$ cat src/rtl/dff_pkg.sv
// dff_pkg: shared defaults and helpers for the dff_pipe elastic pipeline.
//   DFF_WIDTH_DEF / DFF_DEPTH_DEF : default data width and stage count
//   occ_width(depth)              : bits needed to hold an occupancy of 0..depth
package dff_pkg;

  localparam int unsigned DFF_WIDTH_DEF = 8;
  localparam int unsigned DFF_DEPTH_DEF = 4;

  function automatic int unsigned occ_width(input int unsigned depth);
    return $clog2(depth + 1);
  endfunction

endpackage

$ cat src/rtl/dff_stage.sv
// dff_stage: one pipeline slot, a valid bit plus a data register.
//   clk, rst  : clock, asynchronous active-high reset (valid=0, data=RESET_VAL)
//   i_load    : write i_data into the slot and mark it valid
//   i_clr     : mark the slot empty (ignored when i_load is high); data is kept
//   i_data    : incoming word
//   o_valid   : slot holds a word
//   o_data    : stored word (holds its value unless loaded)
module dff_stage #(
  parameter int unsigned      WIDTH     = 8,
  parameter logic [WIDTH-1:0] RESET_VAL = '0
) (
  input  logic             clk,
  input  logic             rst,
  input  logic             i_load,
  input  logic             i_clr,
  input  logic [WIDTH-1:0] i_data,
  output logic             o_valid,
  output logic [WIDTH-1:0] o_data
);

  logic             r_valid;
  logic [WIDTH-1:0] r_data;

  always_ff @(posedge clk or posedge rst) begin
    if (rst) begin
      r_valid <= 1'b0;
      r_data  <= RESET_VAL;
    end else if (i_load) begin
      r_valid <= 1'b1;
      r_data  <= i_data;
    end else if (i_clr) begin
      r_valid <= 1'b0;
    end
  end

  assign o_valid = r_valid;
  assign o_data  = r_data;

endmodule

$ cat src/rtl/dff_pipe.sv
// dff_pipe: elastic valid/ready pipeline of DEPTH register stages.
//   clk, rst   : clock, asynchronous active-high reset
//   flush      : synchronous clear of every stage valid bit (data untouched)
//   in_valid   : upstream word present        in_ready : block accepts in_data
//   in_data    : upstream word
//   out_valid  : last stage holds a word      out_ready: downstream accepts it
//   out_data   : last stage data register
//   occupancy  : number of words held (0..DEPTH)
// Stage 0 takes the input; stage DEPTH-1 drives the outputs straight from
// flops. The only combinational path is out_ready -> advance chain -> in_ready
// (plus rst/flush forcing in_ready low).
module dff_pipe
  import dff_pkg::*;
#(
  parameter int unsigned      WIDTH     = DFF_WIDTH_DEF,
  parameter int unsigned      DEPTH     = DFF_DEPTH_DEF,
  parameter logic [WIDTH-1:0] RESET_VAL = '0
) (
  input  logic                         clk,
  input  logic                         rst,
  input  logic                         flush,
  input  logic                         in_valid,
  output logic                         in_ready,
  input  logic [WIDTH-1:0]             in_data,
  output logic                         out_valid,
  input  logic                         out_ready,
  output logic [WIDTH-1:0]             out_data,
  output logic [occ_width(DEPTH)-1:0]  occupancy
);

  localparam int unsigned      OW      = occ_width(DEPTH);
  localparam logic [OW-1:0]    OCC_ONE = OW'(1);

  logic             w_vld  [DEPTH];
  logic [WIDTH-1:0] w_dat  [DEPTH];
  logic             w_adv  [DEPTH];
  logic             w_load [DEPTH];
  logic             w_clr  [DEPTH];
  logic [WIDTH-1:0] w_din  [DEPTH];
  logic             w_in_hs;
  logic             w_out_hs;
  logic [OW-1:0]    r_occ;

  // The recursive "next stage empty or advancing" rule is flattened: stage i
  // advances when it is valid and either out_ready is high or some stage
  // downstream of it is empty. Walking from the output back keeps this a
  // single combinational pass with no self-dependent vector.
  always_comb begin : adv_chain
    logic w_path;
    w_path = out_ready;
    for (int unsigned k = 0; k < DEPTH; k++) begin
      w_adv[DEPTH-1-k] = w_vld[DEPTH-1-k] && w_path;
      w_path           = w_path || !w_vld[DEPTH-1-k];
    end
  end

  assign in_ready  = !rst && !flush && (!w_vld[0] || w_adv[0]);
  assign w_in_hs   = in_valid && in_ready;
  assign out_valid = w_vld[DEPTH-1];
  assign out_data  = w_dat[DEPTH-1];
  assign w_out_hs  = out_valid && out_ready;

  for (genvar g = 0; g < DEPTH; g++) begin : g_stage
    if (g == 0) begin : g_head
      assign w_din[g]  = in_data;
      assign w_load[g] = w_in_hs;
    end else begin : g_body
      // Flush must leave data registers untouched, so inter-stage loads are gated.
      assign w_din[g]  = w_dat[g-1];
      assign w_load[g] = w_adv[g-1] && !flush;
    end
    assign w_clr[g] = flush || w_adv[g];

    dff_stage #(
      .WIDTH     (WIDTH),
      .RESET_VAL (RESET_VAL)
    ) u_stage (
      .clk     (clk),
      .rst     (rst),
      .i_load  (w_load[g]),
      .i_clr   (w_clr[g]),
      .i_data  (w_din[g]),
      .o_valid (w_vld[g]),
      .o_data  (w_dat[g])
    );
  end

  always_ff @(posedge clk or posedge rst) begin
    if (rst) begin
      r_occ <= '0;
    end else if (flush) begin
      r_occ <= '0;
    end else if (w_in_hs && !w_out_hs) begin
      r_occ <= r_occ + OCC_ONE;
    end else if (!w_in_hs && w_out_hs) begin
      r_occ <= r_occ - OCC_ONE;
    end
  end

  assign occupancy = r_occ;

endmodule

$ cat config.mk
export PLATFORM = sky130hd
export DESIGN_NAME = dff_pipe
export DESIGN_NICKNAME = d
export VERILOG_FILES = /design/src/rtl/dff_pkg.sv /design/src/rtl/dff_stage.sv /design/src/rtl/dff_pipe.sv
export SDC_FILE = /design/constraint.sdc
export NUM_CORES = 1
export LEC_CHECK = 0
export CAP_MARGIN = 10
export CORE_ASPECT_RATIO = 0.75
export CORE_UTILIZATION = 35
export DETAILED_ROUTE_END_ITERATION = 12
export DONT_BUFFER_PORTS = 1
export PLACE_DENSITY = 0.49
export SLEW_MARGIN = 25
export SYNTH_ARGS = -nofsm -noshare
export SYNTH_HDL_FRONTEND = slang
export SYNTH_SLANG_ARGS = --single-unit
$ cat constraint.sdc
create_clock -name clk -period 1.8 [get_ports clk]
set_input_delay 0.36 -clock clk [delete_from_list [all_inputs] [get_ports clk]]
set_output_delay 0.36 -clock clk [all_outputs]
set_load 0.005 [all_outputs]
==> load_flow_metrics.sql, run 1 <==
INSERT INTO impl_metrics (metric_group, metric, value, unit) VALUES
('finish', 'final_nets', '139', ''),
('detailed_routing', 'drt_drc', '0', ''),
('sta', 'fmax', '572', 'MHz'),
('finish', 'leading_cell_type_in_the_layout_fill_and_taps_excluded', 'sky130_fd_sc_hd__dfrtp_1', ''),
('worst_setup_path', 'worst-r2r-cell-count', '6', ''),
('placed_design', 'gpl.final_weighted_congestion', '0.783', ''),
('clocking', 'largest_buffer_count_on_any_clock_path', '2', ''),
('detailed_routing', 'drt_pass1_iterations', '3', ''),
('sta', 'hold_viol', '0', ''),
('power', 'power_density', '1080', 'mW/mm^2'),
('synth', 'postSynthNetCount', '126', ''),
('placed_design', 'port_buffers', '0', ''),
('floorplan', 'die_height', '61.9', 'um'),
('detailed_routing', 'met3WireLength', '128', 'um'),
('detailed_routing', 'detailroute.wirelength.met2', '1140', 'um'),
('floorplan', 'design.portCount', '26', ''),
('synth', 'synth.ff_latch_count', '39', ''),
('finish', 'multiInputGateArea', '658', 'um^2'),
('sta', 'max_slew_margin', '67.1', '%'),
('global_routing', 'grt_util_all_layers', '12.5', '%'),
('detailed_routing', 'postRouteWirelength', '2730', 'um'),
('clocking', 'post_cts_resized', '0', ''),
('finish', 'sequential_cell_area', '976', 'um^2'),
('sta', 'finalMaxSlewViolations', '0', ''),
('worst_setup_path', 'crit_end', 'occupancy[2]', ''),
('clocking', 'worst_skew_late_latency', '0.29', 'ns'),
('clocking', 'clock-root-buffer', 'sky130_fd_sc_hd__clkbuf_8', ''),
('synth', 'yosysSeqAreaShare', '58.3', '%'),
('power', 'leakage', '0.906', 'nW'),
('sta', 'grt_setup_unrepaired', 'true', ''),
('worst_setup_path', 'worst-endpoint-required', '1.97', 'ns'),
('power', 'design_power_total', '2.03', 'mW'),
('floorplan', 'number_of_core_rows', '21', ''),
('detailed_routing', 'ant_nets', '0', ''),
('global_routing', 'grt_first_pass_wirelength', '4420', 'um'),
('synth', 'syn_area', '0.00167', 'mm^2'),
('worst_setup_path', 'ff2ff_setup_slack', '0.05', 'ns'),
('global_routing', 'maximum_number_of_pins_on_one_net_before_global_route_repair', '40', ''),
('sta', 'final_period_minus_worst_setup_slack', '1.75', 'ns'),
('finish', 'layout-drive-gt1-share', '42.1', '%'),
('worst_setup_path', 'r2r-start', 'g_stage[3].u_stage.o_valid', ''),
('synth', 'syn-instance-count', '112', ''),
('synth', 'synth.avg_cell_area', '14.9', 'um^2'),
('sta', 'skew', '0.00794', 'ns'),
('floorplan', 'die_footprint', '0.00507', 'mm^2'),
('placed_design', 'dpl.hpwl', '1910', 'um'),
('finish', 'area_delta_synth_final', '12.0', '%'),
('sta', 'timing.final.setup_violations', '0', ''),
('clocking', 'htreeDepth', '2', ''),
('sta', 'max_slew.worst_pin.slew', '0.493', 'ns'),
('floorplan', 'effective_utilization_at_floorplan', '37.0', '%'),
('detailed_routing', 'viasPerCell', '4.87', ''),
('clocking', 'cts_tree', 'yes', ''),
('synth', 'warnings_from_yosys', '0', ''),
('worst_setup_path', 'cp-start-kind', 'flop', ''),
('synth', 'synth.distinct_cells', '28', ''),
('worst_setup_path', 'critPathCaptureType', 'flop', ''),
('finish', 'insertedDiodeCount', '0', ''),
('finish', 'layout.cells.most_common_list', 'sky130_fd_sc_hd__dfrtp_1 (39), sky130_fd_sc_hd__mux2_4 (16), sky130_fd_sc_hd__mux2_2 (14), sky130_fd_sc_hd__buf_4 (9)', ''),
('run_status', 'status', 'finished, final reports clean', ''),
('worst_setup_path', 'worstSetupPathType', 'flop to flop', ''),
('clocking', 'tritoncts.num_buffers', '5', ''),
('detailed_routing', 'routed-via-count', '891', ''),
('clocking', 'ctsHoldBuffers', '0', ''),
('global_routing', 'initial_antenna_violation_count', '0', ''),
('power', 'max-vdd-ir-drop', '0.399', 'mV'),
('worst_setup_path', 'cp_max_fo', '3', ''),
('sta', 'setup_total_negative_slack', '0', 'ns'),
('worst_setup_path', 'cp-startpoint', 'g_stage[3].u_stage.o_valid', ''),
('finish', 'fill_cells', '424', ''),
('worst_setup_path', 'timing.rr.end', 'occupancy[2]', '');
==> state kept, by name, indices dropped and copies added (netlist names) <==
signal and count:
g_stage.u_stage.o_data 32, g_stage.u_stage.o_valid 4, occupancy 3
==> cell usage after synthesis <==
master | n | area, um^2
sky130_fd_sc_hd__nor2_4 | 1 | 11.3
sky130_fd_sc_hd__nand3_1 | 3 | 15.0
sky130_fd_sc_hd__o211ai_2 | 1 | 12.5
sky130_fd_sc_hd__nand3b_1 | 1 | 7.51
sky130_fd_sc_hd__dfrtp_1 | 39 | 976
sky130_fd_sc_hd__nand2_1 | 2 | 7.51
sky130_fd_sc_hd__inv_1 | 4 | 15.0
sky130_fd_sc_hd__mux2_1 | 3 | 33.8
sky130_fd_sc_hd__nor3b_2 | 1 | 12.5
sky130_fd_sc_hd__buf_2 | 1 | 5.00
sky130_fd_sc_hd__mux2i_1 | 2 | 20.0
sky130_fd_sc_hd__nor2_1 | 5 | 18.8
sky130_fd_sc_hd__buf_6 | 1 | 11.3
sky130_fd_sc_hd__or3b_1 | 2 | 17.5
sky130_fd_sc_hd__buf_4 | 1 | 7.51
sky130_fd_sc_hd__fa_1 | 1 | 20.0
sky130_fd_sc_hd__a21o_1 | 1 | 7.51
sky130_fd_sc_hd__nor3_1 | 1 | 5.00
sky130_fd_sc_hd__mux2_2 | 14 | 158
sky130_fd_sc_hd__a21oi_1 | 4 | 20.0
sky130_fd_sc_hd__nor2b_1 | 2 | 12.5
sky130_fd_sc_hd__nor2_2 | 1 | 6.26
sky130_fd_sc_hd__o21ai_0 | 1 | 5.00
sky130_fd_sc_hd__nand4b_1 | 1 | 8.76
sky130_fd_sc_hd__inv_2 | 1 | 3.75
sky130_fd_sc_hd__mux2_4 | 16 | 240
sky130_fd_sc_hd__and4b_1 | 1 | 10.0
sky130_fd_sc_hd__or3_1 | 1 | 6.26
==> worst max-delay path: stages, from the launching register on <==
cell	delay, ns
sky130_fd_sc_hd__dfrtp_1	0.39
sky130_fd_sc_hd__nand4b_1	0.15
sky130_fd_sc_hd__o211ai_2	0.20
sky130_fd_sc_hd__inv_2	0.06
sky130_fd_sc_hd__fa_2	0.33
sky130_fd_sc_hd__mux2i_1	0.16
sky130_fd_sc_hd__mux2_1	0.33
==> power by group <==
group / switching, mW / internal, mW
combinational: 0.0768 / 0.205
sequential: 0.119 / 1.07
clock: 0.300 / 0.265
==> logic make-up (layout without fill, tap and decap cells) <==
family | Yosys count | in the layout | synth area share [%]
AOI/OAI and AO/OA | 7 | 7 | 2.69
adders and majority gates | 1 | 1 | 1.20
buffers and inverters | 8 | 22 | 2.54
DFF | 39 | 39 | 58.3
muxes | 35 | 35 | 27.0
and+or+nand+nor | 22 | 22 | 8.30
==> what timing repair did <==
item                                    CTS  global route
endpoints found under the setup margin    1             1
buffers inserted                          1             2
pin swaps                                 0             2
hold endpoints to repair                  0             0
==> layout make-up <==
class                           instances  area share, %
Clock buffer                            5           3.67
Clock inverter                          3          0.801
Inverter                                5           1.00
Multi-Input combinational cell         65           35.1
Sequential cell                        39           52.0
Tap cell                               57           3.80
Timing Repair Buffer                    9           3.60
==> through the flow <==
step	cells	worst slack [ns]	hold WS, ns	area [um^2]
finish	183	0.0528	0.0792	1880
global route	183	-0.0497	0.110	1880
CTS	181	0.0113	0.0899	1860
global placement	172	0.0172	0.389	1770
detailed placement	172	-0.00938	0.407	1770
floorplan	112	-0.0398	0.458	1680
==> worst min-delay path by stage <==
| stage | from | end | slack [ns] | cells after the start |
|---|---|---|---|---|
| after detailed placement | rst | g_stage[2].u_stage.o_valid | 0.41 | 2 |
| after CTS | rst | occupancy[0] | 0.09 | 2 |
| final | rst | g_stage[2].u_stage.o_valid | 0.08 | 2 |
| after floorplan | g_stage[0].u_stage.o_data[5] | g_stage[0].u_stage.o_data[5] | 0.46 | 1 |
| after global routing | flush | occupancy[0] | 0.11 | 1 |
| after global placement | rst | occupancy[1] | 0.39 | 2 |
==> routing by layer <==
layer | GRT usage, % | vias up
li1 | - | 419
met5 | 0 | -
met4 | 7.52 | 0
met3 | 4.96 | 6
met1 | 16.6 | 447
met2 | 17.1 | 19
Note: power is estimated with default switching activity, not from simulation.
==> run 2: changes to the inputs <==
PLACE_DENSITY = 0.47   (was 0.49)
SETUP_SLACK_MARGIN = 0.02   (was not set)
clock period = 1.9 ns   (was 1.8 ns; I/O delays follow)
==> load_flow_metrics.sql, run 2 (synthesis gave the netlist of run 1 again) <==
INSERT INTO impl_metrics (metric_group, metric, value, unit) VALUES
('floorplan', 'core_area', '0.00452', 'mm^2'),
('detailed_routing', 'viasPerCell', '4.83', ''),
('worst_setup_path', 'cp-startpoint', 'g_stage[2].u_stage.o_valid', ''),
('clocking', 'htreeDepth', '2', ''),
('floorplan', 'die_footprint', '0.00507', 'mm^2'),
('finish', 'leading_cell_type_in_the_layout_fill_and_taps_excluded', 'sky130_fd_sc_hd__dfrtp_1', ''),
('worst_setup_path', 'crit_end', 'occupancy[2]', ''),
('sta', 'grt_setup_unrepaired', 'true', ''),
('detailed_routing', 'highest-signal-layer', 'met4', ''),
('sta', 'final_period_minus_worst_setup_slack', '1.82', 'ns'),
('clocking', 'tritoncts.num_buffers', '5', ''),
('sta', 'finalMaxSlewViolations', '0', ''),
('clocking', 'clock-root-buffer', 'sky130_fd_sc_hd__clkbuf_8', ''),
('floorplan', 'number_of_core_rows', '21', ''),
('detailed_routing', 'met3WireLength', '154', 'um'),
('detailed_routing', 'postRouteWirelength', '2790', 'um'),
('sta', 'hold_viol', '0', ''),
('sta', 'skew', '0.00777', 'ns'),
('global_routing', 'grt_util_all_layers', '12.6', '%'),
('placed_design', 'gpl.final_weighted_congestion', '0.735', ''),
('worst_setup_path', 'worst-endpoint-required', '2.07', 'ns'),
('worst_setup_path', 'ff2ff_setup_slack', '0.08', 'ns'),
('worst_setup_path', 'cp-start-kind', 'flop', ''),
('detailed_routing', 'drt_drc', '0', ''),
('finish', 'layout.cells.most_common_list', 'sky130_fd_sc_hd__dfrtp_1 (39), sky130_fd_sc_hd__mux2_4 (16), sky130_fd_sc_hd__mux2_2 (14), sky130_fd_sc_hd__clkbuf_8 (7), sky130_fd_sc_hd__buf_4 (7)', ''),
('worst_setup_path', 'critical_path_arrival', '1.99', 'ns'),
('detailed_routing', 'route.detailed.wl_per_inst', '15.4', 'um'),
('clocking', 'largest_buffer_count_on_any_clock_path', '2', ''),
('floorplan', 'die_height', '61.9', 'um'),
('worst_setup_path', 'critPathCaptureType', 'flop', ''),
('clocking', 'cts.sinks', '39', ''),
('floorplan', 'design.portCount', '26', ''),
('global_routing', 'initial_antenna_violation_count', '0', ''),
('clocking', 'path_clk_slew', '0.08', 'ns'),
('floorplan', 'dieWidth', '81.9', 'um'),
('global_routing', 'grt_pass1_vias', '887', ''),
('worst_setup_path', 'r2r-start', 'g_stage[2].u_stage.o_valid', ''),
('global_routing', 'maximum_number_of_pins_on_one_net_before_global_route_repair', '40', ''),
('clocking', 'ctsHoldBuffers', '0', ''),
('detailed_routing', 'routed-via-count', '875', ''),
('finish', 'final_nets', '137', ''),
('clocking', 'cts_tree', 'yes', ''),
('detailed_routing', 'drt_pass1_iterations', '4', ''),
('floorplan', 'effective_utilization_at_floorplan', '37.0', '%'),
('finish', 'area_delta_synth_final', '12.1', '%'),
('sta', 'hold-worst-slack', '0.0999', 'ns'),
('worst_hold_path', 'worstHoldPathType', 'primary input to asynchronous set/reset pin', ''),
('run', 'cap_viol_max_count', '0', ''),
('finish', 'largest_register_ffs', '32', ''),
('detailed_routing', 'first_iter_violations', '42', ''),
('finish', 'layout-drive-gt1-share', '40.3', '%'),
('finish', 'insertedDiodeCount', '0', ''),
('global_routing', 'grt_first_pass_wirelength', '4420', 'um'),
('placed_design', 'port_buffers', '0', ''),
('clocking', 'worst_skew_late_latency', '0.29', 'ns'),
('placed_design', 'dpl.hpwl', '1980', 'um'),
('placed_design', 'preCtsSetupSlack', '-0.0204', 'ns'),
('power', 'leakage', '0.902', 'nW'),
('power', 'max-vdd-ir-drop', '0.384', 'mV'),
('sta', 'max_slew.worst_pin.slew', '0.515', 'ns'),
('sta', 'fin_ws', '0.0803', 'ns'),
('sta', 'final.period_utilization', '95.8', '%'),
('worst_setup_path', 'worst-r2r-cell-count', '6', ''),
('worst_setup_path', 'cp_max_fo', '3', ''),
('worst_setup_path', 'timing.rr.end', 'occupancy[2]', ''),
('run_status', 'status', 'finished, final reports clean', ''),
('detailed_routing', 'detailroute.wirelength.met2', '1190', 'um'),
('worst_setup_path', 'worstSetupPathType', 'flop to flop', ''),
('detailed_routing', 'wl_met1', '1370', 'um'),
('sta', 'fmax', '550', 'MHz'),
('power', 'power_density', '1070', 'mW/mm^2'),
('detailed_routing', 'ant_nets', '0', ''),
('sta', 'max_slew_margin', '65.7', '%'),
('sta', 'timing.final.setup_violations', '0', ''),
('global_routing', 'grt_remaining_overflow', '0', '');
==> run 2: critical path, stage by stage, from the launching register on <==
cell	delay [ns]
sky130_fd_sc_hd__dfrtp_1	0.36
sky130_fd_sc_hd__nand4b_1	0.20
sky130_fd_sc_hd__o211ai_2	0.25
sky130_fd_sc_hd__inv_2	0.06
sky130_fd_sc_hd__fa_2	0.33
sky130_fd_sc_hd__mux2i_1	0.17
sky130_fd_sc_hd__mux2_1	0.33
==> run 2: power breakdown <==
| group | total (mW) | leakage (nW) | internal [mW] | switching [mW] |
|---|---|---|---|---|
| Combinational | 0.269 | 0.350 | 0.194 | 0.0753 |
| Clock | 0.620 | 0.0515 | 0.331 | 0.289 |
| Sequential | 1.12 | 0.501 | 1.01 | 0.112 |
| Total | 2.01 | 0.902 | 1.53 | 0.476 |
==> run 2: through the flow <==
step	util, %	power (mW)	area, um^2	cells	TNS, ns
after global placement	38.8	1.39	1750	170	0
after CTS	41.1	2.04	1860	179	0
after global routing	41.5	2.12	1880	181	0
after detailed placement	38.8	1.42	1750	170	-0.0204
final	41.5	2.01	1880	181	0
after floorplan	-	1.34	1670	112	0
==> run 2: cell type report <==
class / instances / area (um^2)
Fill cell: 436 / 2640
Sequential cell: 39 / 976
Multi-Input combinational cell: 65 / 658
Clock buffer: 8 / 100
Tap cell: 57 / 71.3
Timing Repair Buffer: 7 / 52.6
Inverter: 5 / 18.8
==> run 2: what timing repair did <==
| item | CTS | global route |
|---|---|---|
| buffers inserted | 1 | 2 |
| pin swaps | 1 | 2 |
| resized for setup | 0 | 1 |
| endpoints found under the setup margin | 1 | 1 |
| endpoints found under the hold margin | 0 | 0 |
==> run 2: how the worst min path moves through the flow <==
| stage | cells after the start | start | to | slack, ns |
|---|---|---|---|---|
| 2_1_floorplan | 1 | g_stage[0].u_stage.o_data[5] | g_stage[0].u_stage.o_data[5] | 0.46 |
| 5_1_grt | 1 | flush | g_stage[2].u_stage.o_valid | 0.13 |
| 4_1_cts | 2 | rst | g_stage[3].u_stage.o_valid | 0.11 |
| 3_5_place_dp | 2 | rst | g_stage[3].u_stage.o_valid | 0.43 |
| 6_report | 2 | rst | g_stage[3].u_stage.o_valid | 0.1 |
| 3_3_place_gp | 2 | rst | g_stage[1].u_stage.o_valid | 0.42 |
==> run 2: metal layers <==
metal | GRT usage, % | vias up
met1 | 16.3 | 436
met4 | 8.27 | 0
met2 | 17.2 | 22
met3 | 5.40 | 8
li1 | - | 409
met5 | 0 | -
